$ cat config.mk
export PLATFORM = sky130hd
export DESIGN_NAME = uart_cmd_rx
export DESIGN_NICKNAME = d
export VERILOG_FILES = /design/src/rtl/uart_pkg.sv /design/src/rtl/uart_baud_tmr.sv /design/src/rtl/uart_cmd_rx.sv
export SDC_FILE = /design/constraint.sdc
export NUM_CORES = 1
export LEC_CHECK = 0
export CORE_MARGIN = 4
export CORE_UTILIZATION = 57
export CTS_CLUSTER_SIZE = 25
export DETAILED_ROUTE_END_ITERATION = 12
export DONT_BUFFER_PORTS = 1
export HOLD_SLACK_MARGIN = 0.06
export PLACE_DENSITY = 0.72
export SETUP_SLACK_MARGIN = 0.2
export SYNTH_ARGS = -nofsm -noshare
export SYNTH_HDL_FRONTEND = slang
export SYNTH_SLANG_ARGS = --single-unit
$ cat constraint.sdc
create_clock -name clk -period 2.2 [get_ports clk]
set_input_delay 0.44 -clock clk [delete_from_list [all_inputs] [get_ports clk]]
set_output_delay 0.44 -clock clk [all_outputs]
set_load 0.01 [all_outputs]
$ cat src/rtl/uart_pkg.sv
// Shared UART definitions.
//   rx_state_t    : receiver FSM states.
//   BAUD_CNT_DFLT : clocks per bit at 50 MHz / 19200 baud. The transmitter
//                   uses the same value.
package uart_pkg;

  localparam int BAUD_CNT_DFLT = 2604;

  typedef enum logic [1:0] {
    IDLE  = 2'd0,
    START = 2'd1,
    DATA  = 2'd2,
    STOP  = 2'd3
  } rx_state_t;

endpackage

$ cat src/rtl/uart_baud_tmr.sv
// Loadable down-counter used as the receiver baud timer.
//   clk, rst_n : system clock, asynchronous active-low reset
//   load       : load a new interval (has priority over counting)
//   load_val   : interval length in clocks (must be >= 1)
//   expire     : single-cycle pulse, load_val clocks after the load
// The counter holds at 0 instead of wrapping. Loading load_val-1 makes
// a reload on the expire cycle give an exact period of load_val clocks.
module uart_baud_tmr #(
  parameter int W = 12
) (
  input  logic         clk,
  input  logic         rst_n,
  input  logic         load,
  input  logic [W-1:0] load_val,
  output logic         expire
);

  logic [W-1:0] cnt;
  logic         armed;

  always_ff @(posedge clk or negedge rst_n) begin
    if (!rst_n) begin
      cnt   <= '0;
      armed <= 1'b0;
    end else if (load) begin
      cnt   <= load_val - W'(1);
      armed <= 1'b1;
    end else begin
      if (cnt != '0) cnt <= cnt - W'(1);
      if (expire)    armed <= 1'b0;
    end
  end

  // armed keeps the idle count of 0 from looking like a fresh expiry.
  always_comb begin
    expire = armed && (cnt == '0);
  end

endmodule

$ cat src/rtl/uart_cmd_rx.sv
// 8N1 UART receiver for the command/auth path.
//   clk, rst_n : system clock, asynchronous active-low reset
//   RX         : asynchronous serial line, idles high
//   clr_rdy    : consumer acknowledge pulse
//   rx_data    : last good byte received
//   rdy        : rx_data is valid and not yet consumed
//   frm_err    : last frame had a low stop bit
//   ovr_err    : an unconsumed byte was overwritten
// Handshake: rdy rises when a good byte lands in rx_data. rx_data is
// stable while rdy is high until the next completion. A clr_rdy pulse
// drops rdy and the error flags on the next clock. A completion in the
// same cycle as clr_rdy wins: rdy stays high, no overrun is flagged.
module uart_cmd_rx
  import uart_pkg::*;
#(
  parameter int BAUD_CNT = BAUD_CNT_DFLT
) (
  input  logic       clk,
  input  logic       rst_n,
  input  logic       RX,
  input  logic       clr_rdy,
  output logic [7:0] rx_data,
  output logic       rdy,
  output logic       frm_err,
  output logic       ovr_err
);

  localparam logic [11:0] BAUD_FULL = 12'(BAUD_CNT);
  localparam logic [11:0] BAUD_HALF = 12'(BAUD_CNT / 2);

  rx_state_t   state, nxt_state;
  logic        rx_meta, rx_sync, rx_prev, fall_q;
  logic [3:0]  bit_cnt;
  logic [8:0]  shreg;
  logic        tmr_load, expire;
  logic [11:0] tmr_val;
  logic        shift_en, bit_inc, bit_clr, done_good, done_bad;

  // Two-flop synchronizer plus a registered falling-edge detect.
  // All preset high so reset never looks like a start edge.
  always_ff @(posedge clk or negedge rst_n) begin
    if (!rst_n) begin
      rx_meta <= 1'b1;
      rx_sync <= 1'b1;
      rx_prev <= 1'b1;
      fall_q  <= 1'b0;
    end else begin
      rx_meta <= RX;
      rx_sync <= rx_meta;
      rx_prev <= rx_sync;
      fall_q  <= rx_prev & ~rx_sync;
    end
  end

  uart_baud_tmr #(.W(12)) u_baud_tmr (
    .clk      (clk),
    .rst_n    (rst_n),
    .load     (tmr_load),
    .load_val (tmr_val),
    .expire   (expire)
  );

  // FSM: state register
  always_ff @(posedge clk or negedge rst_n) begin
    if (!rst_n) state <= IDLE;
    else        state <= nxt_state;
  end

  // FSM: next state
  always_comb begin
    nxt_state = state;
    case (state)
      IDLE:  if (fall_q) nxt_state = START;
      START: if (expire) nxt_state = rx_sync ? IDLE : DATA;
      DATA:  if (expire && (bit_cnt == 4'd7)) nxt_state = STOP;
      STOP:  if (expire) nxt_state = IDLE;
      default: nxt_state = IDLE;
    endcase
  end

  // FSM: outputs
  always_comb begin
    tmr_load  = 1'b0;
    tmr_val   = BAUD_FULL;
    shift_en  = 1'b0;
    bit_inc   = 1'b0;
    bit_clr   = 1'b0;
    done_good = 1'b0;
    done_bad  = 1'b0;
    case (state)
      IDLE: begin
        if (fall_q) begin
          tmr_load = 1'b1;
          tmr_val  = BAUD_HALF;
          bit_clr  = 1'b1;
        end
      end
      START: begin
        // Start bit is kept in the shift register so the frame check
        // covers both framing bits.
        if (expire && !rx_sync) begin
          tmr_load = 1'b1;
          shift_en = 1'b1;
        end
      end
      DATA: begin
        if (expire) begin
          tmr_load = 1'b1;
          shift_en = 1'b1;
          bit_inc  = 1'b1;
        end
      end
      STOP: begin
        if (expire) begin
          done_good = rx_sync & ~shreg[0];
          done_bad  = ~(rx_sync & ~shreg[0]);
        end
      end
      default: ;
    endcase
  end

  // Shift register (LSB first, shifting right) and bit counter.
  // After start + 8 data shifts: shreg[0] = start bit, shreg[8:1] = byte.
  always_ff @(posedge clk or negedge rst_n) begin
    if (!rst_n) begin
      shreg   <= '0;
      bit_cnt <= '0;
    end else begin
      if (shift_en) shreg <= {rx_sync, shreg[8:1]};
      if (bit_clr)      bit_cnt <= '0;
      else if (bit_inc) bit_cnt <= bit_cnt + 4'd1;
    end
  end

  // Consumer-facing flags and data.
  always_ff @(posedge clk or negedge rst_n) begin
    if (!rst_n) begin
      rx_data <= 8'h00;
      rdy     <= 1'b0;
      frm_err <= 1'b0;
      ovr_err <= 1'b0;
    end else if (done_good) begin
      rx_data <= shreg[8:1];
      rdy     <= 1'b1;
      frm_err <= 1'b0;
      // Overrun only when the old byte is still unconsumed this cycle.
      ovr_err <= (rdy | ovr_err) & ~clr_rdy;
    end else if (done_bad) begin
      frm_err <= 1'b1;
      if (clr_rdy) begin
        rdy     <= 1'b0;
        ovr_err <= 1'b0;
      end
    end else if (clr_rdy) begin
      rdy     <= 1'b0;
      frm_err <= 1'b0;
      ovr_err <= 1'b0;
    end
  end

endmodule

# After elaboration in Yosys (flattened, before gate mapping)
# Index checks and enable logic that the tools add are counted.
[op_classes] eq_ne=8 reduce_logical=13 n_bitwise=8 n_mux=30 n_addsub=3
[op_table] cell="$mux W12" count=4
[op_table] cell="$sub A12 B1 Y12 const B" count=2
[op_table] cell="$mux W1" count=16
[op_table] cell="$logic_not A12 Y1" count=1
[op_table] cell="$reduce_bool A12 Y1" count=1
[op_table] cell="$mux W2" count=5
[op_table] cell="$mux W4" count=2
[op_table] cell="$ne A2 B2 Y1 const B" count=4
[op_table] cell="$pmux W2 S4" count=1
[op_table] cell="$reduce_bool A2 Y1" count=4
[op_table] cell="$add A4 B1 Y4 const B" count=1
[op_table] cell="$eq A2 B2 Y1 const B" count=2
[op_table] cell="$eq A4 B3 Y1 const B" count=1
[op_table] cell="$not A1 Y1" count=4
[op_table] cell="$reduce_and A4 Y1" count=1
[op_table] cell="$and A1 B1 Y1" count=3
[op_table] cell="$logic_and A1 B1 Y1" count=3
[op_table] cell="$pmux W1 S3" count=1
[op_table] cell="$reduce_bool A3 Y1" count=1
[op_table] cell="$eq A2 B1 Y1 const B" count=1
[op_table] cell="$logic_not A2 Y1" count=1
[op_table] cell="$pmux W1 S2" count=1
[op_table] cell="$logic_not A1 Y1" count=1
[op_table] cell="$or A1 B1 Y1" count=1
[totals] inputBits=4 register_bits=43 wordCells=75

# Logic depth before layout (Yosys ltp)
# Gate-level depths: netlist of the first run.
[logic_depth] depth_word=7 mapped_depth=9

# By module
# Synthesis of the first run repeated with hierarchy kept, for this count alone.
[unflattened] cells_unflattened=200 area_unflattened_um2=2182.1
[by_module_without_submodules] module="uart_cmd_rx" instances=1 cells_each=112 area_per_inst_um2=1322.5 seq_area_each_um2=754.5
[by_module_without_submodules] module="uart_baud_tmr" instances=1 cells_each=88 area_per_inst_um2=859.6 seq_area_each_um2=325.3

# Worst setup path after synthesis of the first run
# Ideal clock, no wire load.
[synth_path] path_type="flip-flop to flip-flop" from="register state[0]" to="register u_baud_tmr.cnt[2]" stages_incl_launch_ff=9 arrival_time_ps=1836 required_time_ps=2062 path_slack_ps=226 path_cell_list="dfrtp_1 inv_1 ha_1 nand2_1 nor2_1 nor2_1 ha_1 a2111oi_0 a21oi_1"
[synth_via] elab_chain_len=4 elab_cells_between_ends=8 cone_classes="1 x add/sub; 2 x eq/ne; 3 x mux; 2 x reduce/logical"
[synth_lines] element="start, declared" line="uart_cmd_rx.sv:31" source="rx_state_t state, nxt_state;"
[synth_lines] element="start signal, assigned" line="uart_cmd_rx.sv:66" source="else state <= nxt_state;"
[synth_lines] element="$logic_not A2 Y1" line="uart_cmd_rx.sv:90" source="case (state)"
[synth_lines] element="$mux W12" line="uart_cmd_rx.sv:90"
[synth_lines] element="$sub A12 B1 Y12" line="uart_baud_tmr.sv:26" source="cnt <= load_val - W'(1);"
[synth_lines] element="$mux W12" line="uart_baud_tmr.sv:25" source="end else if (load) begin"
[synth_lines] element="end signal, assigned" line="uart_baud_tmr.sv:26"
[synth_lines] element="end signal, assigned" line="uart_baud_tmr.sv:29" source="if (cnt != '0) cnt <= cnt - W'(1);"
[synth_lines] element="end, declared" line="uart_baud_tmr.sv:18" source="logic [W-1:0] cnt;"
# Parallel ways exist; a longest one is shown, timed or not.
# A chain may end at the register's enable or synchronous reset.

# Final worst setup path of the first run
[layout_path] from="register u_baud_tmr.cnt[4]" to="register rx_data[6]"
[layout_via] elab_chain_len=4
[layout_lines] element="$logic_not A12 Y1" line="uart_baud_tmr.sv:36" source="expire = armed && (cnt == '0);"
[layout_lines] element="$logic_and A1 B1 Y1" line="uart_baud_tmr.sv:36"
[layout_lines] element="$mux W1" line="uart_cmd_rx.sv:114" source="if (expire) begin"
[layout_lines] element="$mux W1" line="uart_cmd_rx.sv:90"
[layout_lines] element="end signal, assigned" line="uart_cmd_rx.sv:144" source="rx_data <= shreg[8:1];"
[layout_lines] element="end, declared" line="uart_cmd_rx.sv:22" source="output logic [7:0] rx_data,"
# Every way passes these cells.

==> results.cfg, run 1 <==
[floorplanning]
fp.dieW_um = 67.7
core_um2 = 3390
pin_count = 15
die_area_um2 = 4580
initial_utilization = 0.599
fp.dieH_um = 67.7
row_count = 21

[cts]
htreeDepth = 2
clock_latency_ns = 0.35
cts_buffers = 5
cts_max_path_buffers = 2
clkTransAtPathRegs_ns = 0.13
cts-root-buf = clkbuf_4
clock_sinks = 43
cts_tree = built

[synthesis]
ys_top_cells_by_area = dfrtp_1 49%, mux2_2 7.2%, ha_1 4.9%, dfstp_2 3.9%, o21ai_0 2.2%
synthCells = 169
ys_seq_area_frac = 0.532
yosys_warnings = 0
ys_ff_latch = 43
synth_edf_count = 0
yosysTopAreaCell = dfrtp_1
synth_ff_type = dfrtp_1
syn_nets = 181
synth_area_per_cell_um2 = 12.0
synth_area_um2 = 2030
synthDistinctLibCells = 44
async_reset_ff_frac = 1.00
yosys.area.top_type_share = 0.493
yosysMostFrequentCell = dfrtp_1
ys_top_cells_by_count = 40 x dfrtp_1, 13 x mux2_2, 11 x nor2_1

[worst_setup_path]
crit_chain = nor4_4 -> nand4_4 -> nor3_4 -> buf_6 -> mux2_1
path_class = flop to flop
path_max_fanout = 10
cp_data_arrival_time_ns = 2.16
end_kind = flop
slowest_delay_ns = 0.46
worstPathRequired_ns = 2.44
crit_path_start_kind = flop
crit_path_top_delay_cell = dfrtp_1

[cells_and_area]
syn2layout_area_growth_pct = 12.8
drive_gt1_frac = 0.258
fin_cells = 236
antenna_cells = 0
nFillCells = 249
multiInputGateArea_um2 = 910
register_area_um2 = 1080
nNetsFinal = 201
fin_area_um2 = 2290

[grt]
antenna_found_initial = 0
grt-ovfl-total = 0
grt_usage = 0.191
grt_max_degree = 44
grt_pass1_vias = 1439
grt_pass1_wl_um = 6400

[hold_path]
min_path_type = input port to flop

[pwr]
switching_share = 0.354
vdd_ir_drop_max_mv = 0.620
pwr-share-seq = 0.497
cellLeakagePower_nw = 1.07
p_sw_w = 0.000740
p_int_w = 0.00135
power.total_w = 0.00209
power_density_nw_per_um2 = 915
combinationalPowerShare = 0.306
power_frac_clock = 0.198

[place]
port_buffers = 0
dp_hpwl_um = 2740
dp.cells = 221
postPlaceCellArea_um2 = 2130
gp_congestion = 0.791

[timing]
tightest_slew_ns = 0.420
holdWs_ns = 0.134
min_period_ns = 1.91
finalSetupViolCount = 0
slew_headroom = 0.719
max_freq_ghz = 0.523
fin_skew_ns = 0.00650
finalCritPeriodShare = 0.869
hold_viol_final = 0
drv_slew = 0
finalSetupTns_ns = 0
rsz0062_at_grt = false

[job]
drv_cap = 0

[routing]
firstDrtPassIters = 4
ant_nets = 0
drc = 0
via_count = 1392
wl_um = 3790
drtIter0Drc = 60
vias_per_cell = 5.90
wire_per_inst_um = 16.1

[run_status]
status = finished clean
==> metal layers <==
layer / wire, um / GRT usage
met3: 150 / 0.0416
met4: 105 / 0.101
met5: 0 / 0
met2: 1910 / 0.323
met1: 1630 / 0.225
==> power groups by stage <==
stage | Clock, W | Sequential [W] | Combinational (W)
4_1_cts | 0.000428 | 0.00103 | 0.000591
2_1_floorplan | 0 | 0.00102 | 0.000424
3_3_place_gp | 0 | 0.00104 | 0.000540
3_5_place_dp | 0 | 0.00105 | 0.000567
5_1_grt | 0.000460 | 0.00106 | 0.000725
6_report | 0.000414 | 0.00104 | 0.000640
==> cells by family (layout without fill, tap and decap cells) <==
group / Yosys count / after routing / synth area share
adder cells (fa/ha/maj): 8 / 8 / 0.0493
AND/OR/NAND/NOR: 50 / 50 / 0.157
multiplexers: 19 / 19 / 0.104
XOR/XNOR: 2 / 2 / 0.00863
AO/OA/AOI/OAI: 37 / 37 / 0.124
flip-flops: 43 / 43 / 0.532
buffers and inverters: 10 / 31 / 0.0247
==> state kept, by name, indices dropped and copies added (netlist names), named ones only <==
name              cells
frm_err               1
state                 1
bit_cnt               4
rx_data               8
u_baud_tmr.cnt       12
ovr_err               1
fall_q                1
rdy                   1
shreg                 9
rx_meta               1
rx_prev               1
u_baud_tmr.armed      1
rx_sync               1
==> critical path, delay by kind of cell (launching register included) <==
kind / cells / cell delay, ns
flip-flops: 1 / 0.46
multiplexers: 1 / 0.34
buffers and inverters: 1 / 0.17
AND/OR/NAND/NOR: 3 / 0.82
==> through the flow <==
step | setup slack (ns) | utilization
after floorplan | 0.226 | -
after global placement | 0.285 | 0.629
after detailed placement | 0.240 | 0.629
after CTS | 0.218 | 0.660
after global routing | 0.191 | 0.675
final | 0.289 | 0.675
==> layout by cell type (no fill, tap or decap), types with 5 or more instances in the layout <==
master,count
nor2_1,11
mux2_2,13
buf_4,11
nand2_1,10
clkbuf_4,5
ha_1,6
inv_1,7
o21ai_0,9
dfrtp_1,38
a21oi_1,7
==> what timing repair did <==
action | CTS | global route
endpoints found under the hold margin | 44 | 0
setup buffers | 0 | 4
endpoints found under the setup margin | 0 | 27
hold buffers | 3 | 0
resized for setup | 0 | 9
==> cell type report <==
type                            instances  area share
Clock buffer                            6      0.0224
Sequential cell                        43       0.473
Multi-Input combinational cell        116       0.397
Tap cell                               46      0.0252
Timing Repair Buffer                   16      0.0634
Inverter                                7      0.0115
Clock inverter                          2     0.00711
==> final timing paths <==
path	startpoint	to	slack, ns	cells after the start
max	u_baud_tmr.cnt[4]	rx_data[6]	0.29	5
min	clr_rdy	ovr_err	0.13	1
max reg2reg	u_baud_tmr.cnt[4]	rx_data[6]	0.29	5
min reg2reg	rx_meta	rx_sync	0.37	0
max in group asynchronous	rst_n	rx_meta	1.40	2
min in group asynchronous	rst_n	state[0]	0.54	2
Power figures use the tool's default switching activity.
==> inputs of run 2 (changes only) <==
TNS_END_PERCENT = 50   (was not set)
clock period = 2.04 ns   (was 2.2 ns; I/O delays follow)
==> run 2 against run 1 <==
  * First-iteration DRC count increased by 23%
  * Global-route usage grew 0.89 points
  * Sequential cell count unchanged
  * Clock skew increased by 0.0027 ns
  * Fmax grew 0.10%
  * Largest cell class unchanged
  * Clock power up 8.5%
  * Hold slack got worse by 0.036 ns
==> results.cfg, run 2 (synthesis gave the netlist of run 1 again) <==
[timing]
hold_viol_final = 0
finalCritPeriodShare = 0.936
rsz0062_at_grt = true
finalSetupTns_ns = 0
max_freq_ghz = 0.524
fin_skew_ns = 0.00922
slew_headroom = 0.756
drv_slew = 0
min_period_ns = 1.91
fin_ws_ns = 0.131
holdWs_ns = 0.0980
finalSetupViolCount = 0
tightest_slew_ns = 0.357

[cts]
clock_sinks = 43
cts_buffers = 5
cts_max_path_buffers = 2
clock_latency_ns = 0.36
cts-root-buf = clkbuf_4
cts_tree = built
htreeDepth = 2
clkTransAtPathRegs_ns = 0.13

[worst_setup_path]
crit_chain = nor4_4 -> and4_1 -> and3_4 -> buf_12 -> mux2_2
slowest_delay_ns = 0.48
path_class = flop to flop
crit_path_top_delay_cell = dfrtp_2
worstPathRequired_ns = 2.29
crit_path_start_kind = flop
cp_data_arrival_time_ns = 2.16
path_max_fanout = 9
end_kind = flop

[place]
dp_hpwl_um = 2750
dp.cells = 223
dp_slack_ns = 0.0998
gp_congestion = 0.782
port_buffers = 0

[routing]
via_count = 1472
ant_nets = 0
wire_per_inst_um = 16.6
wl_um = 4060
firstDrtPassIters = 4
vias_per_cell = 6.03
drtIter0Drc = 74
drc = 0

[cells_and_area]
largest_register_ffs = 12
mostFrequentLayoutCell = dfrtp_1
fin_cells = 244
nNetsFinal = 209
regMostFlops = u_baud_tmr.cnt
top_regs = u_baud_tmr.cnt: 12 flops, shreg: 9 flops, rx_data: 8 flops
drive_gt1_frac = 0.338
antenna_cells = 0
syn2layout_area_growth_pct = 17.9
final_cell_mix = 38 x dfrtp_1, 18 x buf_4, 13 x mux2_2

[floorplanning]
die_area_um2 = 4580
initial_utilization = 0.599
core_um2 = 3390
row_count = 21
fp.dieW_um = 67.7
pin_count = 15
fp.dieH_um = 67.7

[grt]
grt_pass1_wl_um = 6680
met3_usage = 0.0682
grtUsageMet2 = 0.333
grt-ovfl-total = 0
grt_pass1_vias = 1458
top_usage_layer = met2
grt_max_degree = 44
grt_usage = 0.200
gr-usage-met1 = 0.232
antenna_found_initial = 0

[hold_path]
min_path_type = input port to flop

[pwr]
cellLeakagePower_nw = 1.11
vdd_ir_drop_max_mv = 0.832
power_density_nw_per_um2 = 981

[run_status]
status = finished clean

[job]
drv_cap = 0
## run 2: cell count changes in the layout (fill, tap and decap cells not counted), sizes merged
cell	previous run	this run
buf	14	22
## run 2: final timing paths
path / startpoint / to / slack, ns / cells past startpoint
worst max-delay path: u_baud_tmr.cnt[6] / shreg[3] / 0.13 / 5
worst min register to register: rx_meta / rx_sync / 0.37 / 0
worst max register to register: u_baud_tmr.cnt[6] / shreg[3] / 0.13 / 5
worst min-delay path: clr_rdy / ovr_err / 0.1 / 1
min in group asynchronous: rst_n / u_baud_tmr.cnt[7] / 0.49 / 2
max in group asynchronous: rst_n / rx_prev / 1.28 / 2
## run 2: critical path, delay by kind of cell (launching register included)
family / cells / cell delay, ns
DFF: 1 / 0.48
buffers and inverters: 1 / 0.12
muxes: 1 / 0.33
and+or+nand+nor: 3 / 0.86
## run 2: routing by layer
metal / share of wire / wire, um
met1: 0.42 / 1690
met2: 0.51 / 2080
met3: 0.059 / 239
met4: 0.013 / 53
met5: 0 / 0
## run 2: per-stage QoR
stage / utilization / power [W] / instance area (um^2)
5_1_grt: 0.706 / 0.00250 / 2390
2_1_floorplan: - / 0.00156 / 2030
3_5_place_dp: 0.638 / 0.00175 / 2160
4_1_cts: 0.682 / 0.00228 / 2310
3_3_place_gp: 0.638 / 0.00171 / 2160
6_report: 0.706 / 0.00235 / 2390
## run 2: final cells by class
class | count | area (um^2)
Clock buffer | 6 | 51.3
Clock inverter | 2 | 16.3
Fill cell | 224 | 996
Inverter | 7 | 26.3
Multi-Input combinational cell | 116 | 942
Sequential cell | 43 | 1080
Tap cell | 46 | 57.6
Timing Repair Buffer | 24 | 218
## run 2: what timing repair did
action | in CTS | in global routing
resized for setup | 4 | 15
pin swaps | 4 | 7
endpoints found under the hold margin | 44 | 0
hold buffers | 3 | 0
setup endpoints to repair | 22 | 31
buffers inserted | 4 | 6
## run 2: power breakdown
part	internal [W]	total [W]	switching, W
Combinational	0.000359	0.000776	0.000417
Clock	0.000170	0.000449	0.000279
Sequential	0.000970	0.00112	0.000154
Total	0.00150	0.00235	0.000850
